**config.mk**
```make
export PLATFORM = sky130hd
export DESIGN_NAME = id_ex_operand_stage
export DESIGN_NICKNAME = d
export VERILOG_FILES = /design/src/rtl/id_ex_operand_stage.sv
export SDC_FILE = /design/constraint.sdc
export NUM_CORES = 1
export LEC_CHECK = 0
export ABC_AREA = 1
export CAP_MARGIN = 20
export CORE_UTILIZATION = 55
export CTS_CLUSTER_SIZE = 25
export DETAILED_ROUTE_END_ITERATION = 7
export GPL_ROUTABILITY_DRIVEN = 0
export HOLD_SLACK_MARGIN = 0.02
export PLACE_DENSITY = 0.88
export SLEW_MARGIN = 25
export SYNTH_ARGS = -nofsm -noshare
export SYNTH_HDL_FRONTEND = slang
export SYNTH_SLANG_ARGS = --single-unit
```
**constraint.sdc**
```tcl
create_clock -name clk -period 29.1 [get_ports clk]
set_clock_uncertainty 0.1 [all_clocks]
set_input_delay 5.82 -clock clk [delete_from_list [all_inputs] [get_ports clk]]
set_output_delay 5.82 -clock clk [all_outputs]
set_load 0.02 [all_outputs]
```
**src/rtl/id_ex_operand_stage.sv**
```systemverilog
// ID/EX operand stage: resolves EX/MEM and MEM/WB forwarding when an
// instruction is accepted and holds the result in a main entry (drives out_*)
// backed by one skid entry, so a downstream stall never drops an instruction
// that has already been accepted.
//
// Handshake: a transfer happens on a rising clk edge where valid and ready are
// both high (in_valid&in_ready upstream, out_valid&out_ready downstream).
// valid never depends combinationally on ready, and once out_valid is high the
// out_* fields stay bit-stable until the entry is consumed or flushed.
module id_ex_operand_stage #(
   parameter int DATA_W = 64,
   parameter int REG_AW = 5,
   parameter int OP_W   = 4
) (
   input  logic              clk,
   input  logic              rst,
   // decode side
   input  logic              in_valid,
   output logic              in_ready,
   input  logic [DATA_W-1:0] in_a,
   input  logic [DATA_W-1:0] in_b,
   input  logic [REG_AW-1:0] in_rs1,
   input  logic [REG_AW-1:0] in_rs2,
   input  logic [REG_AW-1:0] in_rd,
   input  logic [OP_W-1:0]   in_op,
   input  logic              in_wb_en,
   input  logic              flush,
   // forwarding sources
   input  logic              exmem_wb_en,
   input  logic [REG_AW-1:0] exmem_rd,
   input  logic [DATA_W-1:0] exmem_data,
   input  logic              memwb_wb_en,
   input  logic [REG_AW-1:0] memwb_rd,
   input  logic [DATA_W-1:0] memwb_data,
   // execute side
   output logic              out_valid,
   input  logic              out_ready,
   output logic [DATA_W-1:0] out_a,
   output logic [DATA_W-1:0] out_b,
   output logic [OP_W-1:0]   out_op,
   output logic [REG_AW-1:0] out_rd,
   output logic              out_wb_en,
   // debug view of the occupancy FSM, {out_valid, skid_valid}
   output logic [1:0]        state
);

   // Occupancy encoded as {out_valid, skid_valid}; 2'b01 is unreachable.
   typedef enum logic [1:0] {
      EMPTY = 2'b00,
      ONE   = 2'b10,
      FULL  = 2'b11
   } state_t;

   state_t cur_state;

   // skid entry storage
   logic [DATA_W-1:0] skid_a;
   logic [DATA_W-1:0] skid_b;
   logic [OP_W-1:0]   skid_op;
   logic [REG_AW-1:0] skid_rd;
   logic              skid_wb_en;

   // forwarded operands for the instruction currently offered by decode
   logic [DATA_W-1:0] fwd_a;
   logic [DATA_W-1:0] fwd_b;

   logic accept;
   logic consume;

   assign out_valid = cur_state[1];
   assign state     = cur_state;
   assign accept    = in_valid & in_ready;
   assign consume   = out_valid & out_ready;

   // Operand A forwarding: EX/MEM beats MEM/WB, and x0 never forwards.
   always_comb begin
      fwd_a = in_a;
      if (exmem_wb_en && (exmem_rd == in_rs1) && (in_rs1 != '0)) begin
         fwd_a = exmem_data;
      end else if (memwb_wb_en && (memwb_rd == in_rs1) && (in_rs1 != '0)) begin
         fwd_a = memwb_data;
      end
   end

   // Operand B forwarding: same priority rules as operand A.
   always_comb begin
      fwd_b = in_b;
      if (exmem_wb_en && (exmem_rd == in_rs2) && (in_rs2 != '0)) begin
         fwd_b = exmem_data;
      end else if (memwb_wb_en && (memwb_rd == in_rs2) && (in_rs2 != '0)) begin
         fwd_b = memwb_data;
      end
   end

   // Occupancy FSM with registered outputs: main entry, skid entry and in_ready.
   // in_ready is kept equal to !skid_valid of the next state, so it is a flop.
   always_ff @(posedge clk or posedge rst) begin
      if (rst) begin
         cur_state  <= EMPTY;
         in_ready   <= 1'b1;
         out_a      <= '0;
         out_b      <= '0;
         out_op     <= '0;
         out_rd     <= '0;
         out_wb_en  <= 1'b0;
         skid_a     <= '0;
         skid_b     <= '0;
         skid_op    <= '0;
         skid_rd    <= '0;
         skid_wb_en <= 1'b0;
      end else if (flush) begin
         // Squash everything, including an instruction accepted this cycle.
         // Data fields may keep stale values; only the write enable is cleared.
         cur_state <= EMPTY;
         in_ready  <= 1'b1;
         out_wb_en <= 1'b0;
      end else begin
         case (cur_state)
            EMPTY: begin
               if (accept) begin
                  out_a     <= fwd_a;
                  out_b     <= fwd_b;
                  out_op    <= in_op;
                  out_rd    <= in_rd;
                  out_wb_en <= in_wb_en;
                  cur_state <= ONE;
               end
            end
            ONE: begin
               if (accept && consume) begin
                  // streaming: replace the consumed main entry directly
                  out_a     <= fwd_a;
                  out_b     <= fwd_b;
                  out_op    <= in_op;
                  out_rd    <= in_rd;
                  out_wb_en <= in_wb_en;
               end else if (accept) begin
                  // main is stalled: park the new instruction in the skid entry
                  skid_a     <= fwd_a;
                  skid_b     <= fwd_b;
                  skid_op    <= in_op;
                  skid_rd    <= in_rd;
                  skid_wb_en <= in_wb_en;
                  cur_state  <= FULL;
                  in_ready   <= 1'b0;
               end else if (consume) begin
                  out_wb_en <= 1'b0;
                  cur_state <= EMPTY;
               end
            end
            FULL: begin
               // in_ready is low here, so only a consume can move the state
               if (consume) begin
                  out_a     <= skid_a;
                  out_b     <= skid_b;
                  out_op    <= skid_op;
                  out_rd    <= skid_rd;
                  out_wb_en <= skid_wb_en;
                  cur_state <= ONE;
                  in_ready  <= 1'b1;
               end
            end
            default: begin
               cur_state <= EMPTY;
               in_ready  <= 1'b1;
               out_wb_en <= 1'b0;
            end
         endcase
      end
   end

endmodule
```
## Yosys cells after proc, flatten, opt, wreduce, memory -nomap -nowiden

Cells that the tools add are included.

- Equal/unequal tests: 17
- Muxes and demuxes: 39
- Bitwise operators: 4
- Reduce and logical (&&, ||, !) cells: 18

Operators with widths:

| cell | count |
|---|---|
| $mux 64 | 10 |
| $pmux 64 s3 | 2 |
| $eq 5x5->1 | 4 |
| $reduce_and 4->1 | 4 |
| $mux 5 | 3 |
| $pmux 5 s3 | 1 |
| $mux 2 | 6 |
| $mux 4 | 3 |
| $ne 3x3->1 const B | 4 |
| $ne 4x4->1 const B | 3 |
| $pmux 4 s3 | 1 |
| $mux 1 | 10 |
| $reduce_bool 5->1 | 2 |
| $logic_and 1x1->1 | 9 |
| $ne 2x2->1 const B | 4 |
| $pmux 1 s3 | 2 |
| $pmux 2 s3 | 1 |
| $reduce_and 5->1 | 1 |
| $eq 2x2->1 const B | 2 |
| $reduce_bool 3->1 | 1 |
| $and 1x1->1 | 2 |
| $logic_not 2->1 | 1 |
| $not 1->1 | 2 |

- Bits in registers: 279
- Output and inout port bits: 142

## Longest topological paths before layout

- Word-level depth: 7
- Depth in mapped cells: 13
- Gate-level depth less buffers: 12

## Least setup slack after synthesis

Ideal clock, no wire load.

- Kind: input port to flip-flop
- From: input port out_ready
- To: register out_a[63]
- Arrival: 6818 ps
- Setup slack: 22066 ps
- Stages: 10
- Buffers on the path: 2
- Cell sequence: nand2_1 > nand2_1 > nand2_1 > inv_1 > o211ai_2 > buf_4 > clkbuf_1 > nor2_1 > nand2_1 > nand2_1

- Cells in the longest elaborated chain, start to end: 4
- Elaborated cells between the ends (all ways): 5
- Classes of those cells: eq/ne: 2; bitwise: 1; reduce/logical: 2

Ends and longest elaborated chain:

| element | RTL line | text |
|---|---|---|
| start: declaration | 37 | `input logic out_ready,` |
| $and 1x1->1 * | 73 | `assign consume = out_valid & out_ready;` |
| $logic_and 1x1->1 | 130 | `if (accept && consume) begin` |
| $ne 2x2->1 (no line) | n/a |  |
| $reduce_and 5->1 (no line) * | n/a |  |
| end signal: assignment | 121 | `out_a <= fwd_a;` |
| end signal: assignment | 132 | `out_a <= fwd_a;` |
| end signal: assignment | 154 | `out_a <= skid_a;` |
| end: declaration | 38 | `output logic [DATA_W-1:0] out_a,` |

Every way passes the cells marked *; elsewhere a longest branch is shown, timed or not.
A chain may end at the register's enable or synchronous reset.

## Final worst setup path

- From: input port exmem_rd[2]
- To: register out_a[11]

- Cells in the longest elaborated chain, start to end: 6
- Elaborated cells between the ends (all ways): 7
- Classes of those cells: eq/ne: 1; mux: 4; reduce/logical: 2

Ends and longest elaborated chain:

| element | RTL line | text |
|---|---|---|
| start: declaration | 30 | `input logic [REG_AW-1:0] exmem_rd,` |
| $eq 5x5->1 * | 78 | `if (exmem_wb_en && (exmem_rd == in_rs1) && (in_rs1 != '0)) begin` |
| $logic_and 1x1->1 * (2 in series) | 78 |  |
| $mux 64 * | 78 |  |
| $mux 64 (on tied branches) | 130, 120 |  |
| $pmux 64 s3 * | 118 | `case (cur_state)` |

Every way passes the cells marked *; elsewhere a longest branch is shown, timed or not. The select of a mux whose other input is x is not followed.

==> metrics <==
Synth area leader=dfrtp_1; final-report hold violation count=0; die width=182 um; cell row count=65; pwr dens=83.3 mW/mm2; CTS Buf Count=29; CP delay by family, top=buffers and inverters; Root Buffer=clkbuf_16; complex-gate fraction of the synthesized area=4.41%; Std-Cell Core Area=0.0318 mm2; Antenna Nets Post-Route=0; area grow syn2layout=27.1%; crit-path max cell delay=0.68 ns; I/O pin cnt=435; most frequent cells in the layout=nand2_1 (1128), clkdlybuf4s50_1 (434), inv_1 (279), dfrtp_1 (278), nand3_1 (234); Required @ worst endpoint=29.47 ns; global-route wire length before repair=92300 um; Max clock buf depth=3; gr ovfl total=0; setup repair bufs after CTS=0; Rel. slew slack=37.8%; Distinct cells, synth=31; WL/cell=17.3 um; # setup viols final=0; RSZ-0062 raised after global routing=false; max cap viols=0; CTS H-Tree Depth=1; CTS tree=done; DRC=0; synthesized-area fraction occupied by xor and xnor cells=0%; Setup TNS=0 ns; Max FO, Critical Path=34; # hold bufs at CTS=0; adder-cell area share of the yosys netlist=0.280%; cell count after placement=3303; Worst Setup Start Kind=input port; CP arrival=8.94 ns; Reg clk slew, reported paths=0.06 ns; Post-Syn Area per Cell=6.95 um2; Iter 0 DRT Violations=1877; overall routed net length=58000 um; Post-Synth Simple-Gate Area=42.9%; Placed Area=0.0217 mm2; sum of buffers and inverters on the critical path=4; Seq/Total Area, Yosys=39.1%; TritonRoute pass-1 iters=6; largest net degree at the start of global routing=201; full die area=0.0332 mm2; Final WS setup=20.53 ns; slowest stage cell, crit path=inv_2; synthesis warning total=0; Initial Util=56.2%; pre-CTS setup slack=20.09 ns; crit-path most repeated cell=nand2_1; Slew Limit Fails=0; largest family of logic cells by synthesized area=simple AND/OR/NAND/NOR gates; Yosys reg bits=279; Tot GR Track Use=34.6%; Sink Count=279; top cell type's share of synthesized area=38.9%; Total Power=1.89 mW; Tcrit/Tclk final=29.4%; Die Height=182 um; Hold WS=0.377 ns; Hold/Removal Path Class=reg2reg; routed via count=18.6k; fin cells=3360; Max rail drop VDD=0.0579 mV; Post-Syn Nets=2867; WS Path Type=in2reg; post-synthesis mux area share=0%; P_leak=12.2 nW; initial antenna violation count=3; Post-Syn Area=0.0179 mm2; PostCTS Resize Cnt=0; layout cells sized above 1=8.83%; Achievable Freq=0.117 GHz; Worst-Skew Late Latency=0.54 ns; vias in the first global route=18.5k; routed vias/inst=5.54; final instance area=0.0227 mm2; Worst Max-Slew Pin Slew=0.933 ns; status=finished clean; cell count after synthesis=2570; synth top area cells=dfrtp_1 (39%), nand2_1 (24%), nand3_2 (8.7%); nets@finish=3198; hpwl dp=39100 um; I/O Buffers=434; commonest non-fill, non-tap cell in the layout=nand2_1; Post-Route Utilization=71.4%; Setup crit end kind=flip-flop; crit path cell chain=clkdlybuf4s50_1 -> inv_1 -> nand2_1 -> nand4_1 -> nor2_1 -> nand2_4 -> inv_2 -> buf_4 -> nand2_1 -> nand3_1 -> nand2_1 -> nand2_1; Tmin final=8.57 ns
## cell type report
cell class / instances / area (um2)
fill: 2423 / 9080
multi-input combinational: 1841 / 8550
sequential: 279 / 6980
timing repair buffer: 456 / 4570
inverter: 294 / 1120
clock buffer: 46 / 890
tap: 435 / 544
clock inverter: 7 / 60.1
antenna: 2 / 5.00
## sequential cells by signal, summed over array words and instances (netlist names)
name / cells
out_rd: 5
skid_a: 64
skid_b: 64
in_ready: 1
skid_op: 4
out_a: 64
state: 2
out_op: 4
skid_rd: 5
skid_wb_en: 1
out_b: 64
out_wb_en: 1
## per-layer routing
| layer | wire length, um | part of all wire, % | global-route usage, % |
|---|---|---|---|
| met5 | 11 | 0.019 | 0 |
| met4 | 3670 | 6.3 | 20.8 |
| met3 | 5670 | 9.8 | 6.47 |
| met2 | 27000 | 47 | 57.0 |
| met1 | 21600 | 37 | 42.3 |
## final timing paths
kind | startpoint | end | slack (ns) | cells past startpoint
max | exmem_rd[2] | out_a[11]$_DFFE_PP0P_ | 20.53 | 12
min in group asynchronous | rst | out_b[26]$_DFFE_PP0P_ | 5.69 | 2
min reg2reg | skid_op[0]$_DFFE_PP0P_ | skid_op[0]$_DFFE_PP0P_ | 0.38 | 2
min | skid_op[0]$_DFFE_PP0P_ | skid_op[0]$_DFFE_PP0P_ | 0.38 | 2
max reg2reg | state[1]$_DFFE_PP0P_ | out_b[42]$_DFFE_PP0P_ | 25.43 | 11
max in group asynchronous | rst | skid_b[55]$_DFFE_PP0P_ | 21.76 | 3
## cell families (layout without fill, tap and decap cells)
logic type               after synthesis  in the layout
AND/OR/NAND/NOR                     1685           1685
buffers and inverters                450            803
flip-flops                           279            279
AO/OA/AOI/OAI                        152            152
adder cells (fa/ha/maj)                4              4
other                                  0              2
## power by group
group / switching (mW) / leakage, nW / internal (mW)
Clock: 0.156 / 0.475 / 0.217
Sequential: 0.111 / 3.45 / 0.574
Combinational: 0.493 / 8.32 / 0.342
Total: 0.760 / 12.2 / 1.13
## worst register-to-register path: stages, from the launching register on
cell      delay [ns]
dfrtp_1         0.53
ha_4            0.53
buf_12          0.33
nand2_1         0.13
nand2_1         0.11
inv_1           0.09
o211ai_4        0.29
buf_4           0.41
buf_6           0.64
nor2_1          0.22
nand2_1         0.13
nand2_1         0.06
## cells in the mapped netlist
| library cell | count |
|---|---|
| nand2_2 | 5 |
| buf_2 | 54 |
| inv_1 | 282 |
| nor2_1 | 148 |
| o211ai_2 | 1 |
| nand3_2 | 156 |
| nand4_1 | 4 |
| buf_8 | 6 |
| o21ai_1 | 59 |
| dlygate4sd1_1 | 1 |
| o211ai_1 | 2 |
| dfstp_2 | 1 |
| nor3_2 | 1 |
| nand2_4 | 1 |
| a21oi_2 | 1 |
| nand3_1 | 234 |
| clkbuf_8 | 1 |
| dfrtp_1 | 278 |
| a21oi_1 | 68 |
| nand2_1 | 1129 |
| inv_2 | 12 |
| nor2_2 | 2 |
| o21ai_0 | 12 |
| buf_4 | 3 |
| a31oi_1 | 9 |
| ha_1 | 4 |
| buf_6 | 29 |
| buf_12 | 19 |
| nor2_4 | 5 |
| clkbuf_1 | 35 |
| buf_1 | 8 |
(Power assumes the default switching activity.)
